File: config.mk
export PLATFORM = sky130hd
export DESIGN_NAME = flag_unit
export DESIGN_NICKNAME = d
export VERILOG_FILES = /design/src/rtl/flag_unit.sv
export SDC_FILE = /design/constraint.sdc
export NUM_CORES = 1
export LEC_CHECK = 0
export ABC_AREA = 1
export CAP_MARGIN = 20
export CORE_MARGIN = 5
export CORE_UTILIZATION = 34
export DETAILED_ROUTE_END_ITERATION = 12
export HOLD_SLACK_MARGIN = 0.06
export PLACE_DENSITY = 0.66
export SETUP_SLACK_MARGIN = 0.02
export SLEW_MARGIN = 20
export SYNTH_ARGS = -nofsm -noshare
export SYNTH_HDL_FRONTEND = slang
export SYNTH_SLANG_ARGS = --single-unit
File: constraint.sdc
create_clock -name clk -period 3 [get_ports clk]
set_input_delay 0.45 -clock clk [delete_from_list [all_inputs] [get_ports clk]]
set_output_delay 0.45 -clock clk [all_outputs]
set_load 0.01 [all_outputs]
File: src/rtl/flag_unit.sv
// Condition-flag producer: computes {V,N,Z} in EX, stages them FLAG_LAT-1 cycles,
// commits them to the flag register and stalls conditional branches on pending writes.
module flag_unit #(
    parameter int unsigned FLAG_LAT = 1  // legal range 1..3
) (
    input  logic        clk,
    input  logic        rst,
    input  logic        ex_valid,
    input  logic        ex_flush,
    input  logic [3:0]  ex_opcode,
    input  logic [15:0] ex_result,
    input  logic        ex_ovfl,
    input  logic        id_branch,
    input  logic [2:0]  id_cond,
    output logic [2:0]  flags,
    output logic        stall_id,
    output logic [15:0] stall_cnt
);

    localparam int unsigned NSLOT   = FLAG_LAT - 1;
    localparam int unsigned FLAG_W  = 3;
    localparam int unsigned CNT_W   = 16;

    typedef struct packed {
        logic              valid;
        logic [FLAG_W-1:0] mask;
        logic [FLAG_W-1:0] val;
    } flag_ent_t;

    logic [FLAG_W-1:0] ex_mask;
    logic              ex_wr;
    flag_ent_t         ex_ent;
    flag_ent_t         commit_ent;
    logic              any_pend;

    logic [FLAG_W-1:0] flags_q, flags_d;
    logic [CNT_W-1:0]  stall_cnt_q, stall_cnt_d;

    // Opcode -> which flag bits this instruction writes; unknown opcodes write nothing.
    always_comb begin
        ex_mask = 3'b000;
        case (ex_opcode)
            4'b0000, 4'b0001:          ex_mask = 3'b111;
            4'b0010, 4'b0100,
            4'b0101, 4'b0110:          ex_mask = 3'b001;
            default:                   ex_mask = 3'b000;
        endcase
    end

    always_comb begin
        ex_wr        = ex_valid & ~ex_flush & (ex_mask != 3'b000);
        ex_ent.valid = ex_wr;
        ex_ent.mask  = ex_mask;
        ex_ent.val   = {ex_ovfl, ex_result[15], (ex_result == 16'h0000)};
    end

    generate
        if (NSLOT == 0) begin : g_direct
            assign commit_ent = ex_ent;
            assign any_pend   = 1'b0;
        end else begin : g_pipe
            flag_ent_t slot_q [NSLOT];
            flag_ent_t slot_d [NSLOT];
            logic      pend;

            // Slot 0 takes the EX entry; the last slot feeds the commit.
            always_comb begin
                slot_d[0] = ex_ent;
                for (int i = 1; i < int'(NSLOT); i++) begin
                    slot_d[i] = slot_q[i-1];
                end
                pend = 1'b0;
                for (int i = 0; i < int'(NSLOT); i++) begin
                    pend = pend | slot_q[i].valid;
                end
            end

            always_ff @(posedge clk or posedge rst) begin
                if (rst) begin
                    for (int i = 0; i < int'(NSLOT); i++) begin
                        slot_q[i] <= '0;
                    end
                end else begin
                    for (int i = 0; i < int'(NSLOT); i++) begin
                        slot_q[i] <= slot_d[i];
                    end
                end
            end

            assign commit_ent = slot_q[NSLOT-1];
            assign any_pend   = pend;
        end
    endgenerate

    // Masked merge keeps bits the committing instruction does not own.
    always_comb begin
        flags_d = flags_q;
        if (commit_ent.valid) begin
            flags_d = (flags_q & ~commit_ent.mask) | (commit_ent.val & commit_ent.mask);
        end
    end

    always_comb begin
        stall_id = id_branch & (id_cond != 3'b111) & (ex_wr | any_pend);
    end

    always_comb begin
        stall_cnt_d = stall_cnt_q;
        if (stall_id && (stall_cnt_q != 16'hFFFF)) begin
            stall_cnt_d = stall_cnt_q + CNT_W'(1);
        end
    end

    always_ff @(posedge clk or posedge rst) begin
        if (rst) begin
            flags_q     <= '0;
            stall_cnt_q <= '0;
        end else begin
            flags_q     <= flags_d;
            stall_cnt_q <= stall_cnt_d;
        end
    end

    assign flags     = flags_q;
    assign stall_cnt = stall_cnt_q;

endmodule

==> flow_metrics.py <==
metrics = {
    "outcome": {
        "status": "complete, no violations",
    },
    "setup_path": {
        "reg2reg_to": "stall_cnt[15]$_DFFE_PP0P_",
        "crit_start": "ex_opcode[1]",
        "crit_path_cell_trace": "clkdlybuf4s50_1 -> nand2_1 -> nand3_1 -> nor2_4 -> nand2_2 -> inv_1 -> clkdlybuf4s50_1",
        "crit_type": "in2out",
        "cp_num_buf_inv": 3,
        "reg2regPathDepth": 9,
        "cp_max_fo": 5,
        "cp_slowest_cell": "clkdlybuf4s50_1",
        "required_ns": 2.55,
        "worstReg2RegStart": "stall_cnt[0]$_DFFE_PP0P_",
        "cpLargestDelayFamily": "buffers and inverters",
        "slowest_delay_ns": 0.53,
        "cp-end-kind": "primary output",
        "crit_top_cell": "clkdlybuf4s50_1",
        "startpoint_type": "primary input",
        "r2r_setup_slack_ns": 1.20,
        "arrival_ns": 1.88,
    },
    "sta": {
        "hold_slack_ns": 0.498,
        "rsz0062_at_grt": "false",
        "period_needed_ns": 2.33,
        "setup_viol": 0,
        "fin_tns_setup_ns": 0,
        "finalCritPeriodShare": 0.775,
        "hold_viol": 0,
        "fmax_mhz": 430,
        "tightest_slew_ns": 0.707,
        "relSlewSlack": 0.528,
        "fin_skew_ns": 0.00229,
        "slew_viol_final": 0,
    },
    "finish": {
        "drive_above_1_share": 0.0429,
        "final_util": 0.519,
        "final_cells": 279,
        "layout_common_cells": "nand2_1 (85), clkdlybuf4s50_1 (48), nor2_1 (27)",
        "area_growth_pct": 45.0,
        "fin_nets": 264,
        "mostFrequentLayoutCell": "nand2_1",
        "diodes": 0,
    },
    "routing": {
        "ant_nets": 0,
        "viasPerCell": 4.52,
        "routed_wl_um": 2940,
        "drt_first_pass_iters": 4,
        "met3_length_um": 264,
        "vias": 1261,
        "wl_per_cell_um": 10.5,
        "dr_wl_met2_um": 1320,
        "drt_iter0_markers": 52,
        "top_layer": "met4",
        "wl_met1_um": 1310,
        "drc": 0,
    },
    "logic_synthesis": {
        "ys_async_sr_fraction": 1.00,
        "synthesis.nets": 213,
        "synth-edff-count": 0,
        "synth_cell_types": 18,
        "synth-main-ff-cell": "dfrtp_1",
        "ys.warnings.count": 0,
        "ys_seq_area_frac": 0.392,
        "synth_cells": 183,
        "synth_area_um2": 1210,
        "synth_seq_cells": 19,
        "syn_area_per_cell_um2": 6.63,
    },
    "global_routing": {
        "grt_overflow": 0,
        "grt_use_total": 0.126,
        "antenna_found_initial": 0,
        "grt_pass1_vias": 1156,
        "grt_max_degree": 20,
        "grt_first_pass_wirelength_um": 5110,
    },
    "placed_design": {
        "gp_congestion": 0.789,
        "dp.cells": 275,
        "dp_hpwl_um": 2410,
        "io_buffers": 48,
    },
    "die": {
        "io_pins": 49,
        "die_area_um2": 4860,
        "coreArea_um2": 3390,
        "die_w_um": 69.7,
        "placement_rows": 21,
        "start_util": 0.358,
        "die_h_um": 69.7,
    },
    "power": {
        "switching_share": 0.291,
        "p_sw_mw": 0.174,
        "cellLeakagePower_nw": 0.797,
        "p_total_mw": 0.600,
        "p_per_area_nw_per_um2": 341,
        "pwr-share-clk": 0.219,
        "internal_power_mw": 0.425,
        "p_seq_frac": 0.511,
        "comb_power_share": 0.270,
        "ir_worst_vdd_mv": 0.131,
    },
    "clock_tree": {
        "ctsResizeCount": 0,
        "insertion_delay_ns": 0.29,
        "cts_tree": "yes",
        "clockBufferDepth": 2,
        "clkTransAtPathRegs_ns": 0.11,
        "numClockSinks": 19,
        "cts_setup_buffers": 0,
        "cts_buffers": 3,
        "clock-root-buffer": "clkbuf_4",
        "htree_levels": 1,
        "cts_hold_buf": 0,
    },
    "hold_path": {
        "hp-class": "reg2reg",
        "hold_path_depth": 2,
    },
    "run": {
        "maxCapViolations": 0,
    },
}
stage by stage:
| stage | setup slack (ns) | instance area [um2] |
|---|---|---|
| 6_report | 0.674 | 1760 |
| 5_1_grt | 0.565 | 1760 |
| 4_1_cts | 0.652 | 1760 |
| 3_5_place_dp | 0.653 | 1730 |
| 3_3_place_gp | 0.680 | 1730 |
| 2_1_floorplan | 1.46 | 1210 |
cell families after synthesis:
group,count (synthesis),synth area share
buffers and inverters,17,0.0661
XOR/XNOR,6,0.0434
adder cells (fa/ha/maj),1,0.0103
AO/OA/AOI/OAI,9,0.0392
flip-flops,19,0.392
AND/OR/NAND/NOR,131,0.449
worst reg2reg max path: stages (launching register included):
cell,delay (ns)
dfrtp_1,0.44
ha_1,0.26
inv_1,0.10
nor2_2,0.07
nand2_2,0.12
nor2_4,0.06
nor2_4,0.37
inv_6,0.14
nand2_1,0.09
nand2_1,0.05
how the worst max path moves through the flow:
stage	to	cells after the start
detailed placement	stall_id	7
CTS	stall_id	7
floorplan	stall_cnt[2]$_DFFE_PP0P_	10
finish	stall_id	7
global placement	stall_id	7
global route	stall_id	7
cell type report:
class,instances,area [um2]
inverters,15,61.3
fillers,346,1630
clock buffers,4,26.3
repair buffers,48,480
multi-input cells,147,657
well taps,46,57.6
flip-flops and latches,19,475
per-layer routing:
| metal | vias up | global-route usage |
|---|---|---|
| li1 | 665 | - |
| met1 | 551 | 0.150 |
| met2 | 41 | 0.216 |
| met3 | 4 | 0.0362 |
| met4 | 0 | 0.0447 |
| met5 | - | 0 |
cell usage after synthesis, drive strengths merged, types with 2 or more instances:
master,number,area (um2)
nand3,7,35.0
dfrtp,19,475
o21ai,8,40.0
xnor2,3,26.3
inv,15,61.3
buf,2,18.8
nor2,31,141
nand4,5,31.3
xor2,3,26.3
nand2,87,332
power groups by stage:
stage          combinational, mW  sequential, mW  clock, mW
6_report                   0.162           0.306      0.131
5_1_grt                    0.180           0.312      0.147
4_1_cts                    0.165           0.307      0.137
3_5_place_dp               0.165           0.312          0
3_3_place_gp               0.163           0.311          0
2_1_floorplan             0.0573           0.318          0
No activity file was read; power rests on OpenSTA's default activity.
